## src/rtl/mem_lsu_pkg.sv

```systemverilog
// Shared definitions for the load/store unit.
// Holds the in_op encodings, RV32I load/store funct3 codes, the FSM state
// encoding, and the compile-time switch for misaligned-access exceptions.
// Build option: define LSU_MISALIGN_EXC_EN to turn misaligned halfword/word
// accesses into a bus_err pulse instead of silently aligning them.
package mem_lsu_pkg;

  localparam logic [1:0] OP_PASS     = 2'b00;
  localparam logic [1:0] OP_LOAD     = 2'b01;
  localparam logic [1:0] OP_STORE    = 2'b10;
  localparam logic [1:0] OP_PASS_ALT = 2'b11;

  localparam logic [2:0] FUNC3_L_B  = 3'b000;
  localparam logic [2:0] FUNC3_L_H  = 3'b001;
  localparam logic [2:0] FUNC3_L_W  = 3'b010;
  localparam logic [2:0] FUNC3_L_BU = 3'b100;
  localparam logic [2:0] FUNC3_L_HU = 3'b101;

  localparam logic [2:0] FUNC3_S_B  = 3'b000;
  localparam logic [2:0] FUNC3_S_H  = 3'b001;
  localparam logic [2:0] FUNC3_S_W  = 3'b010;

  typedef enum logic {
    ST_IDLE = 1'b0,
    ST_WAIT = 1'b1
  } lsu_state_t;

`ifdef LSU_MISALIGN_EXC_EN
  localparam bit MISALIGN_EXC_EN = 1'b1;
`else
  localparam bit MISALIGN_EXC_EN = 1'b0;
`endif

  function automatic logic load_f3_ok(input logic [2:0] f3);
    return (f3 == FUNC3_L_B) || (f3 == FUNC3_L_H) || (f3 == FUNC3_L_W) ||
           (f3 == FUNC3_L_BU) || (f3 == FUNC3_L_HU);
  endfunction

  function automatic logic store_f3_ok(input logic [2:0] f3);
    return (f3 == FUNC3_S_B) || (f3 == FUNC3_S_H) || (f3 == FUNC3_S_W);
  endfunction

  // funct3[1:0] encodes access size for both loads and stores: 00 byte, 01 half, 10 word.
  function automatic logic is_misaligned(input logic [2:0] f3, input logic [1:0] lo);
    case (f3[1:0])
      2'b01:   return lo[0];
      2'b10:   return lo != 2'b00;
      default: return 1'b0;
    endcase
  endfunction

endpackage

```

## src/rtl/lsu_load_align.sv

```systemverilog
// Combinational load data alignment.
// Ports: funct3 (load width code), addr_lo (byte offset in word),
//        rdata (raw bus word), data (aligned, sign/zero-extended result).
module lsu_load_align
  import mem_lsu_pkg::*;
(
  input  logic [2:0]  funct3,
  input  logic [1:0]  addr_lo,
  input  logic [31:0] rdata,
  output logic [31:0] data
);

  logic [7:0]  byte_v;
  logic [15:0] half_v;

  always_comb begin
    byte_v = rdata[{addr_lo, 3'b000} +: 8];
    half_v = addr_lo[1] ? rdata[31:16] : rdata[15:0];
    case (funct3)
      FUNC3_L_B:  data = {{24{byte_v[7]}}, byte_v};
      FUNC3_L_BU: data = {24'h000000, byte_v};
      FUNC3_L_H:  data = {{16{half_v[15]}}, half_v};
      FUNC3_L_HU: data = {16'h0000, half_v};
      default:    data = rdata;
    endcase
  end

endmodule

```

## src/rtl/mem_lsu.sv

```systemverilog
// Load/store unit between execute and writeback.
// Accepts one result per transaction; pass-through results are written back
// after one cycle, loads/stores issue a single bus request and wait for ack
// (bounded by ACK_TIMEOUT cycles).
// Ports: clk, rst (async active-low); in_* execute-stage handshake and fields;
//        flush; bus_* memory bus; wb_* registered writeback; bus_err pulse.
// Build option: LSU_MISALIGN_EXC_EN (see mem_lsu_pkg).
module mem_lsu
  import mem_lsu_pkg::*;
#(
  parameter int ACK_TIMEOUT = 16
) (
  input  logic        clk,
  input  logic        rst,
  input  logic        in_valid,
  output logic        in_ready,
  input  logic [1:0]  in_op,
  input  logic [2:0]  in_funct3,
  input  logic [31:0] in_addr,
  input  logic [31:0] in_sdata,
  input  logic [31:0] in_wdata,
  input  logic [4:0]  in_waddr,
  input  logic        in_we,
  input  logic        flush,
  output logic        bus_req,
  output logic        bus_we,
  output logic [3:0]  bus_sel,
  output logic [31:0] bus_addr,
  output logic [31:0] bus_wdata,
  input  logic [31:0] bus_rdata,
  input  logic        bus_ack,
  output logic        wb_we,
  output logic [4:0]  wb_waddr,
  output logic [31:0] wb_wdata,
  output logic        bus_err
);

  localparam int CW = $clog2(ACK_TIMEOUT + 1);

  lsu_state_t    state, state_nxt;
  logic [CW-1:0] cnt;
  logic [2:0]    hold_f3;
  logic [1:0]    hold_lo;
  logic [4:0]    hold_waddr;
  logic          hold_we;
  logic          hold_load;
  logic [31:0]   load_data;

  logic          accept, is_load, is_store, pass_ok, mem_op, exc, issue, timeout;
  logic [1:0]    eff_lo;
  logic [3:0]    st_sel;
  logic [31:0]   st_data;

  // Output process of the FSM
  assign in_ready = (state == ST_IDLE);
  assign accept   = in_valid && in_ready && !flush;

  always_comb begin
    is_load  = 1'b0;
    is_store = 1'b0;
    pass_ok  = 1'b0;
    unique case (in_op)
      OP_LOAD:              is_load  = load_f3_ok(in_funct3);
      OP_STORE:             is_store = store_f3_ok(in_funct3);
      OP_PASS, OP_PASS_ALT: pass_ok  = 1'b1;
    endcase
  end

  assign mem_op  = is_load || is_store;
  assign exc     = MISALIGN_EXC_EN && is_misaligned(in_funct3, in_addr[1:0]);
  assign issue   = accept && mem_op && !exc;
  assign timeout = (cnt == CW'(ACK_TIMEOUT - 1));

  // Misaligned halfwords/words are silently pulled down to their natural boundary.
  always_comb begin
    case (in_funct3[1:0])
      2'b01:   eff_lo = {in_addr[1], 1'b0};
      2'b10:   eff_lo = 2'b00;
      default: eff_lo = in_addr[1:0];
    endcase
  end

  always_comb begin
    st_sel  = 4'b1111;
    st_data = in_sdata;
    case (in_funct3[1:0])
      2'b00: begin
        st_sel  = 4'b0001 << eff_lo;
        st_data = {4{in_sdata[7:0]}};
      end
      2'b01: begin
        st_sel  = eff_lo[1] ? 4'b1100 : 4'b0011;
        st_data = {2{in_sdata[15:0]}};
      end
      default: ;
    endcase
  end

  lsu_load_align u_align (
    .funct3  (hold_f3),
    .addr_lo (hold_lo),
    .rdata   (bus_rdata),
    .data    (load_data)
  );

  // State register
  always_ff @(posedge clk or negedge rst) begin
    if (!rst) state <= ST_IDLE;
    else      state <= state_nxt;
  end

  // Next-state logic; an ack arriving on the timeout cycle still completes normally.
  always_comb begin
    state_nxt = state;
    case (state)
      ST_IDLE: if (issue) state_nxt = ST_WAIT;
      ST_WAIT: if (bus_ack || timeout) state_nxt = ST_IDLE;
      default: state_nxt = ST_IDLE;
    endcase
  end

  // Registered bus, writeback and transaction context
  always_ff @(posedge clk or negedge rst) begin
    if (!rst) begin
      cnt        <= '0;
      bus_req    <= 1'b0;
      bus_we     <= 1'b0;
      bus_sel    <= 4'h0;
      bus_addr   <= 32'h0;
      bus_wdata  <= 32'h0;
      wb_we      <= 1'b0;
      wb_waddr   <= 5'h0;
      wb_wdata   <= 32'h0;
      bus_err    <= 1'b0;
      hold_f3    <= 3'h0;
      hold_lo    <= 2'h0;
      hold_waddr <= 5'h0;
      hold_we    <= 1'b0;
      hold_load  <= 1'b0;
    end else begin
      wb_we   <= 1'b0;
      bus_err <= 1'b0;
      case (state)
        ST_IDLE: begin
          if (issue) begin
            cnt        <= '0;
            bus_req    <= 1'b1;
            bus_we     <= is_store;
            bus_sel    <= is_store ? st_sel : 4'b1111;
            bus_addr   <= {in_addr[31:2], 2'b00};
            bus_wdata  <= is_store ? st_data : 32'h0;
            hold_f3    <= in_funct3;
            hold_lo    <= eff_lo;
            hold_waddr <= in_waddr;
            hold_we    <= in_we && is_load;
            hold_load  <= is_load;
          end else if (accept && mem_op) begin
            bus_err <= 1'b1;
          end else if (accept) begin
            wb_we    <= in_we && pass_ok;
            wb_waddr <= in_waddr;
            wb_wdata <= in_wdata;
          end
        end
        ST_WAIT: begin
          // A flush lets the bus transfer finish but drops its writeback.
          if (flush) hold_we <= 1'b0;
          if (bus_ack) begin
            bus_req <= 1'b0;
            if (hold_load) begin
              wb_we    <= hold_we && !flush;
              wb_waddr <= hold_waddr;
              wb_wdata <= load_data;
            end
          end else if (timeout) begin
            bus_req <= 1'b0;
            bus_err <= 1'b1;
          end else begin
            cnt <= cnt + CW'(1);
          end
        end
        default: ;
      endcase
    end
  end

endmodule

```

## config.mk

```make
export PLATFORM = sky130hd
export DESIGN_NAME = mem_lsu
export DESIGN_NICKNAME = d
export VERILOG_FILES = /design/src/rtl/mem_lsu_pkg.sv /design/src/rtl/lsu_load_align.sv /design/src/rtl/mem_lsu.sv
export SDC_FILE = /design/constraint.sdc
export NUM_CORES = 1
export LEC_CHECK = 0
export BUFFER_PORTS_ARGS = -buffer_cell sky130_fd_sc_hd__buf_2
export CAP_MARGIN = 5
export CORE_ASPECT_RATIO = 0.6
export CORE_MARGIN = 2
export CORE_UTILIZATION = 52
export DETAILED_ROUTE_END_ITERATION = 8
export MAX_ROUTING_LAYER = met4
export PLACE_DENSITY_LB_ADDON = 0.2
export SYNTH_ARGS = -nofsm -noshare
export SYNTH_HDL_FRONTEND = slang
export SYNTH_SLANG_ARGS = --single-unit
```

## constraint.sdc

```tcl
create_clock -name clk -period 6.9 [get_ports clk]
set_clock_uncertainty 0.2 [all_clocks]
set_input_delay 0.345 -clock clk [delete_from_list [all_inputs] [get_ports clk]]
set_output_delay 0.345 -clock clk [all_outputs]
set_load 0.005 [all_outputs]
```

[Word level (Yosys, flattened, before mapping)]
Index checks and enable logic that the tools add are counted.
Word-level totals
  flip-flop bits (word level): 125
  latch bits: 0
  memory bits (writable): 0
  bits in read-only memories: 0
  input bits: 144
  output and inout port bits: 110
  memories: 0
Cells by class
  add/sub/neg operators: 1
  multipliers: 0
  div/mod/pow operators: 0
  $lt $le $gt $ge: 0
  equality and inequality tests: 22
  shift-type cells: 2
  mux-type cells: 43
  bitwise operators: 1
  reduce and logical (&&, ||, !) cells: 23
Operator list (count)
  32-bit two-way mux: 5
  32-bit case mux with 2 select lines: 2
  32-bit case mux with 4 select lines: 1
  5-bit two-way mux: 7
  32-bit by 6-bit variable part select with 8-bit output: 1
  5-bit case mux with 2 select lines: 2
  1-bit two-way mux: 16
  16-bit two-way mux: 1
  3-bit == test (second input constant): 4
  2-bit != test (second input constant): 5
  1-bit case mux with 2 select lines: 5
  4-bit two-way mux: 2
  4-bit case mux with 2 select lines: 1
  2-bit == test (second input constant): 3
  3-bit by 1-bit == test with 1-bit output (second input constant): 2
  1-bit logical AND: 6
  3-bit zero test: 2
  1-bit logical OR: 6
  2-bit by 1-bit != test with 1-bit output (second input constant): 3
  2-bit AND reduction: 3
  5-bit by 1-bit adder with 5-bit output (second input constant): 1
  5-bit by 4-bit == test with 1-bit output (second input constant): 1
  2-bit by 1-bit == test with 1-bit output (second input constant): 2
  2-bit zero test: 2
  other kinds (9): 9

[Depth between registers and ports, before layout]
Gate-level depths: netlist of the first run.
  depth after elaboration: 10
  gate-level depth with buffers: 10

[Cells and area by module]
From an unflattened synthesis of the first run, not the netlist that was laid out.
Unflattened totals
  cell total of the unflattened synthesis: 541
  area, all modules: 6668.9 µm²
Modules (own cells, without submodules)
  mem_lsu: times used 1, cells each 445, area each 5823.1 µm², sequential area each 3128.0 µm²
  lsu_load_align: times used 1, cells each 96, area each 845.8 µm², sequential area each 0.0 µm²

[Worst setup path after synthesis of the first run]
No wires, ideal clock.
  kind: input -> register
  start point: input in_funct3[1]
  end point: register wb_waddr[0]
  library setup time: 125 ps
  arrival time: 2193 ps
  data required time: 6575 ps
  setup slack: 4383 ps
  stages: 8
  buffers on the path: 2
  cells stage by stage: inv_1 ha_1 buf_4 nor2_2 a211o_1 a211oi_4 buf_6 mux2_2
Between the ends
  cells in the longest elaborated chain, start to end: 10
  elaborated cells on any way between the ends: 15
  classes of those cells: eq/ne (5); mux (2); reduce/logical (8)
RTL lines
  from (decl): RTL line mem_lsu.sv:18  | input logic [2:0] in_funct3,
  3-bit by 1-bit == test with 1-bit output or 3-bit zero test (tied branches): RTL line mem_lsu_pkg.sv:35, mem_lsu_pkg.sv:40
  1-bit logical OR (2 in a row): RTL line mem_lsu_pkg.sv:35, mem_lsu_pkg.sv:40
  1-bit logical OR: RTL line mem_lsu_pkg.sv:35  | return (f3 == FUNC3_L_B) || (f3 == FUNC3_L_H) || (f3 == FUNC3_L_W) ||
  1-bit logical OR: RTL line mem_lsu_pkg.sv:36  | (f3 == FUNC3_L_BU) || (f3 == FUNC3_L_HU);
  1-bit two-way mux: RTL line mem_lsu.sv:62  | unique case (in_op)
  1-bit logical OR *: RTL line mem_lsu.sv:69  | assign mem_op = is_load || is_store;
  1-bit logical AND *: RTL line mem_lsu.sv:71, mem_lsu.sv:157
  2-bit != test (no line) *
  4-bit AND reduction (no line) *
  to (signal assigned): RTL line mem_lsu.sv:161  | wb_waddr <= in_waddr;
  to (signal assigned): RTL line mem_lsu.sv:172  | wb_waddr <= hold_waddr;
  to (decl): RTL line mem_lsu.sv:33  | output logic [4:0] wb_waddr,
Mark *: on every way between the ends. The rest lies on a longest branch, timed or not.
A chain may end at the register's enable or synchronous reset.

[Worst setup path after layout of the first run]
  start point: register state
  end point: register bus_addr[19]
Between the ends
  cells in the longest elaborated chain, start to end: 5
RTL lines
  from (decl): RTL line mem_lsu.sv:40  | lsu_state_t state, state_nxt;
  from (signal assigned): RTL line mem_lsu.sv:109  | else state <= state_nxt;
  1-bit inverter (no line) *
  1-bit logical AND (2 in a row): RTL line mem_lsu.sv:56  | assign accept = in_valid && in_ready && !flush;
  1-bit logical AND: RTL line mem_lsu.sv:71  | assign issue = accept && mem_op && !exc;
  2-bit AND reduction (no line) *
  to (signal assigned): RTL line mem_lsu.sv:150  | bus_addr <= {in_addr[31:2], 2'b00};
  to (decl): RTL line mem_lsu.sv:28  | output logic [31:0] bus_addr,
Marks and branches as above.

==> run summary, run 1 <==
Post-synthesis sequential area ratio - 51.0%
Slew Limit Fails - 0
Total Nets Final - 966
Synth top area cells - dfrtp_1, mux2_2, o2bb2ai_1
Worst hold path type - in -> reg
WP data required - 6.99 ns
Critical path class - reg -> reg
Syn_area_per_cell - 11.7 um2
HPWL Detailed - 12.7 mm
Synth warn - 0
Reg2reg end - bus_addr[19]
Chip height - 88.1 um
Worst hold margin - 0.0213 ns
Worst slew pin tran - 1.16 ns
Layout cells sized above 1 - 45.9%
Total CTS buffers - 17
Port Buffers - 251
Yosys top cell area share - 51.0%
GP Congestion - 0.940
Post-synth EDFFs - 0
CTS clk-pin slew, worst paths - 0.06 ns
Tcrit/Tclk final - 45.9%
Maximum clock path buffer count - 2
Pleak - 4.18 nW
Power Dens Cells - 295 nW/um2
Initial Util - 53.7%
Top_reg_cell synth - dfrtp_1
Die area - 12700 um2
Cell count of the worst reg-to-reg path - 6
CTS tree - yes
Drt pass-1 iters - 7
Synth Area in Simple Gates - 8.31%
Clock latency on the worst-skew pair - 0.41 ns
Element type at the critical path start - register
Largest net degree at the start of global routing - 67
Fraction of synthesized area in multiplexers - 18.0%
Flip-flop and latch count after synthesis - 125
Endpoints failing setup - 0
Initial antenna violation count - 0
Unrepaired setup endpoints after global routing - false
Main combinational cell family by area after synthesis - multiplexers
Crit path to - bus_addr[19]
Inserted Diodes - 0
Cell with the most instances after synthesis - dfrtp_1
Gate Count Post-Synth - 522
Crit path time final - 3.17 ns
Synth unique cells - 56
Status - finished clean
Fin Setup TNS - 0 ns
Overall Global Routing Usage - 31.0%
Final WL - 18.8 mm
Worst Setup End Kind - register
Reg2Reg Setup Slack - 3.73 ns
Die X - 144 um
Total grt overflow - 0
Layout area overhead - 39.2%
Async S/R FF share, synth - 100%
CTS H-tree depth - 4
Slew HR - 20.8%
Rows - 30
TritonCTS Sinks - 125
I/O Pins - 254
Worst-path maximum fanout - 34
Post-synth top area cell - dfrtp_1
Worst VDD drop - 189 uV
Synthesized area - 6130 um2
Final Core Density - 74.8%
Global-route wire length before repair - 28.8 mm
Antenna Nets Post-Route - 0
Post-synthesis xor/xnor area fraction - 0.286%
Residual DRC - 0
Max Cap Viol - 0
DR vias - 5558
Crit. Startpoint - state
Adder-Cell Fraction of Synth Area - 1.43%
Routed len/inst - 19.0 um
Number of DRC markers in iteration 0 - 436
Critical Path AT - 3.26 ns
Vias per Instance - 5.63
Final hold vios - 0
Core Box Area - 11400 um2
Vias in the first global route - 5552
Synth Area in Compound Gates - 16.6%
Fmax - 0.316 GHz
Worst reg2reg startpoint - state
Top cells by instance count after synthesis - dfrtp_1, mux2_2, o21ai_0
CTS root buf - clkbuf_16
-- worst max-delay path, stage by stage (launching register included) --
cell,delay (ns)
dfrtp_1,0.35
buf_4,0.24
nor3b_4,0.44
nand3_1,0.52
nand2_1,0.41
buf_4,0.44
mux2_2,0.41
-- kinds of logic (layout without fill, tap and decap cells) --
group,Yosys count,count (layout)
AO/OA/AOI/OAI,141,141
XOR/XNOR,2,2
adder cells (fa/ha/maj),7,7
buffers and inverters,53,358
flip-flops,125,125
multiplexers,98,98
other,1,2
AND/OR/NAND/NOR,95,95
-- stage by stage --
| stage | area [um2] | setup slack (ns) | std cells | total power, mW |
|---|---|---|---|---|
| global route | 8530 | 3.53 | 988 | 2.65 |
| floorplan | 6130 | 4.38 | 523 | 1.36 |
| global placement | 7430 | 3.64 | 901 | 1.63 |
| finish | 8530 | 3.73 | 988 | 2.51 |
| detailed placement | 7430 | 3.45 | 901 | 1.66 |
| CTS | 8530 | 3.77 | 988 | 2.51 |
-- routing by layer --
metal	vias to the layer above	routed length, um	GRT usage [%]
met5	-	0	-
met4	0	334	10.2
met3	43	1650	8.80
met2	270	8640	46.8
met1	2716	8130	41.0
li1	2529	-	-
-- repair_timing --
item	CTS	global route
endpoints found under the hold margin	113	0
buffers inserted	0	0
hold buffers	55	0
resized for setup	0	0
-- sequential cells by signal (all words and copies together), names as in the netlist, 2 cells and up --
name        cells
wb_waddr        5
bus_addr       30
wb_wdata       32
bus_wdata      32
hold_lo         2
hold_waddr      5
cnt             5
hold_f3         3
bus_sel         4
-- worst min-delay path by stage --
stage | from | to | slack [ns] | depth (start not counted)
2_1_floorplan | rst | bus_addr[10] | -0.15 | 0
3_3_place_gp | rst | bus_addr[4] | 0.24 | 1
3_5_place_dp | rst | bus_addr[4] | 0.25 | 1
4_1_cts | in_sdata[2] | bus_wdata[2] | 0.005 | 2
5_1_grt | in_sdata[2] | bus_wdata[2] | 0.0008 | 2
6_report | in_sdata[27] | bus_wdata[27] | 0.02 | 3
-- area by class of cell --
| class | instances | area, um2 |
|---|---|---|
| multi-input cells | 345 | 2750 |
| well taps | 160 | 200 |
| flip-flops and latches | 125 | 3130 |
| repair buffers | 311 | 1850 |
| clock inverters | 14 | 113 |
| clock buffers | 18 | 439 |
| inverters | 15 | 56.3 |
| fillers | 775 | 2880 |
-- power by group --
part | total, mW | leakage (nW) | internal [mW] | switching, mW
logic | 0.644 | 2.37 | 0.357 | 0.287
clock network | 0.823 | 0.261 | 0.474 | 0.349
registers | 1.05 | 1.55 | 0.917 | 0.130
total | 2.51 | 4.18 | 1.75 | 0.766
-- placed cells by master (no fill, tap or decap), types with 15 or more instances in the layout --
cell             n
buf_2          250
dfrtp_1        125
mux2_2          86
dlygate4sd3_1   55
o21ai_0         31
nor2_1          25
o2bb2ai_1       24
nand2_1         18
a21oi_1         17
clkbuf_16       17
a22o_1          16
a22oi_1         16
inv_1           15
Note: power is estimated with default switching activity, not from simulation.
==> run 2: changes to the inputs <==
ABC_AREA = 1   (was default)
CORE_UTILIZATION = 44   (was 52)
clock period = 2.5 ns   (was 6.9 ns; I/O delays follow)
==> run summary, run 2 <==
Status - finished clean
Chip height - 97.2 um (+10%)
Fmax - 0.427 GHz (+35%)
Antenna Nets Post-Route - 0 (unchanged)
GP Congestion - 0.914 (-2.8%)
Fin Setup TNS - 0 ns (unchanged)
Final worst slack - 0.160 ns (-3.57 ns)
Routed len/inst - 15.5 um (-18%)
Synthesized area - 6360 um2 (+3.8%)
Multi-input logic area - 2750 um2 (unchanged)
Yosys top cell area share - 49.1% (-1.9 points)
Layout area overhead - 55.4%
Post-CTS setup buffer count - 0 (unchanged)
Post-synth EDFFs - 0 (unchanged)
Die X - 159 um (+10%)
Initial antenna violation count - 2 (+2)
Initial Util - 45.9% (-7.8 points)
Tcrit/Tclk final - 93.6% (+48 points)
CTS clk-pin slew, worst paths - 0.06 ns (about the same)
CTS H-tree depth - 4 (unchanged)
HPWL Detailed - 14.4 mm (+13%)
Die area - 15500 um2 (+22%)
Syn_area_per_cell - 7.51 um2 (-36%)
Worst hold margin - 0.0322 ns (+0.0108 ns)
Vias per Instance - 5.06 (-10%)
TritonCTS Sinks - 125 (unchanged)
Final WL - 22.5 mm (+20%)
Max stage delay on crit path - 0.61 ns (+0.09 ns)
Layout cells sized above 1 - 26.8% (-19 points)
CP Cell Sequence - inv_2 > nand2_1 > inv_1 > nand3_2 > nand2_2 > buf_4 > nand3_1 > dlygate4sd3_1 > nand2_1
Post-synthesis sequential area ratio - 49.1% (-1.9 points)
Async S/R FF share, synth - 100% (unchanged)
Worst Setup End Kind - register
Power Dens Cells - 731 nW/um2 (+150%)
Synth warn - 0 (unchanged)
WP data required - 2.64 ns (-4.35 ns)
Final Core Density - 71.3% (-3.5 points)
Layout fillers - 1096 (+41%)
Clock latency on the worst-skew pair - 0.40 ns (about the same)
I/O Pins - 254 (unchanged)
Worst VDD drop - 446 uV (+140%)
Post-synth top area cell - dfrtp_1
Worst-path maximum fanout - 26 (-24%)
Gate Count Post-Synth - 848 (+62%)
Residual DRC - 0 (unchanged)
CTS root buf - clkbuf_16
Reg area - 3130 um2 (about the same)
Synth unique cells - 27 (-52%)
Vias in the first global route - 7121 (+28%)
Commonest cells after routing, fill and taps aside - nand2_1, buf_2, dlygate4sd3_1
Slew HR - 53.6% (+33 points)
Critical path class - reg -> reg
CTS tree - yes
Critical Path AT - 2.48 ns (-0.78 ns)
Final Non-Filler Cells - 1450 (+47%)
Critical Path Most Common Cell - nand2_1
Maximum clock path buffer count - 2 (unchanged)
Unrepaired setup endpoints after global routing - false
Final hold vios - 0 (unchanged)
Flip-flop and latch count after synthesis - 125 (unchanged)
Element type at the critical path start - register
CP max-delay cell - dlygate4sd3_1
Worst hold path type - in -> reg
Drt pass-1 iters - 5 (-2)
Total grt overflow - 0 (unchanged)
Cell with the most instances after synthesis - nand2_1
DR vias - 7342 (+32%)
DP Cell Count - 1265 (+40%)
Crit path time final - 2.34 ns (-0.825 ns)
Rows - 33 (+10%)
Slew Limit Fails - 0 (unchanged)
Global-route wire length before repair - 36.1 mm (+26%)
Pleak - 5.32 nW (+27%)
Largest net degree at the start of global routing - 53 (-21%)
Number of DRC markers in iteration 0 - 791 (+81%)
Top_reg_cell synth - dfrtp_1
Largest regs - bus_wdata x32, wb_wdata x32, bus_addr x30
Max Cap Viol - 0 (unchanged)
Synth top area cells - dfrtp_1, nand2_1, o21ai_0
Buf/Inv on CP - 4 (+2)
Most common cell after layout, fill and taps aside - nand2_1
Worst slew pin tran - 0.696 ns (-0.459 ns)
Total Nets Final - 1395 (+44%)
Pre-CTS setup slack - 0.376 ns (-3.08 ns)
Endpoints failing setup - 0 (unchanged)
Overall Global Routing Usage - 30.0% (-1.1 points)
Top Family by Delay on Critical Path - buffers and inverters
Top cells by instance count after synthesis - nand2_1, dfrtp_1, o21ai_0
Core Box Area - 13900 um2 (+22%)
Total CTS buffers - 17 (unchanged)
Port Buffers - 251 (unchanged)
[run 2: cell types whose count changed after synthesis, sizes merged, moves of 16 or more]
cell and delta:
nand2 +328, mux2 -87, o21ai +55, nand3 +54
inv +44, a21oi +28, o2bb2ai -24, or2 +19
a22o -16, a22oi -16
[run 2: power by group]
group | internal [mW] | total (mW) | leakage [nW] | switching (mW)
Clock | 1.39 | 2.38 | 0.266 | 0.986
Combinational | 0.958 | 2.05 | 3.47 | 1.10
Sequential | 2.50 | 2.80 | 1.59 | 0.301
Total | 4.84 | 7.23 | 5.32 | 2.38
[run 2: cell families (layout without fill, tap and decap cells)]
kind of cell             count (synthesis)  after routing  share of synthesized area, %
adder cells (fa/ha/maj)                  7              7                          1.38
flip-flops                             125            125                          49.1
buffers and inverters                  106            513                          7.80
AO/OA/AOI/OAI                          137            137                          11.0
XOR/XNOR                                 1              1                         0.138
AND/OR/NAND/NOR                        471            471                          30.4
other                                    1              4                        0.0589
[run 2: through the flow]
stage / area [um2] / power, mW
finish: 9890 / 7.23
floorplan: 6370 / 3.72
CTS: 9880 / 7.21
global placement: 7800 / 4.55
detailed placement: 7800 / 4.58
global route: 9890 / 7.67
[run 2: layer usage]
metal  wire length [um]  vias to the layer above  GRT usage (%)  part of all wire [%]
li1                   -                     3490              -                     -
met1              10100                     3382           41.4                    45
met2               9700                      414           43.7                    43
met3               2090                       56           6.40                   9.3
met4                585                        0           10.8                   2.6
met5                  0                        -              -                     0
[run 2: layout make-up]
| cell class | count | share of cell area [%] |
|---|---|---|
| clock inverter | 13 | 1.35 |
| multi-input combinational | 618 | 27.8 |
| timing repair buffer | 423 | 30.2 |
| tap | 192 | 2.43 |
| inverter | 59 | 2.24 |
| antenna | 2 | 0.0506 |
| sequential | 125 | 31.6 |
| clock buffer | 18 | 4.34 |
[run 2: tightest hold or removal path: cells and delay by family]
family	cells	cell delay, ns
buffers and inverters	2	0.14
and+or+nand+nor	4	0.21
AOI/OAI and AO/OA	1	0.12
[run 2: path summary, 6_finish.rpt]
check                                    from           end  slack, ns  depth (start not counted)
worst max-delay path                    state  wb_wdata[27]       0.16                          9
worst max register to register          state  wb_wdata[27]       0.16                          9
max in group asynchronous                 rst   bus_addr[7]       1.40                          3
worst min register to register   wb_wdata[31]  wb_wdata[31]       0.27                          2
min in group asynchronous                 rst  wb_wdata[14]       0.08                          2
worst min-delay path            bus_rdata[10]  wb_wdata[10]       0.03                          7
[run 2: what timing repair did]
action	in CTS	in global routing
hold buffers	152	0
setup endpoints to repair	0	21
hold endpoints to repair	240	0
resized for setup	0	4
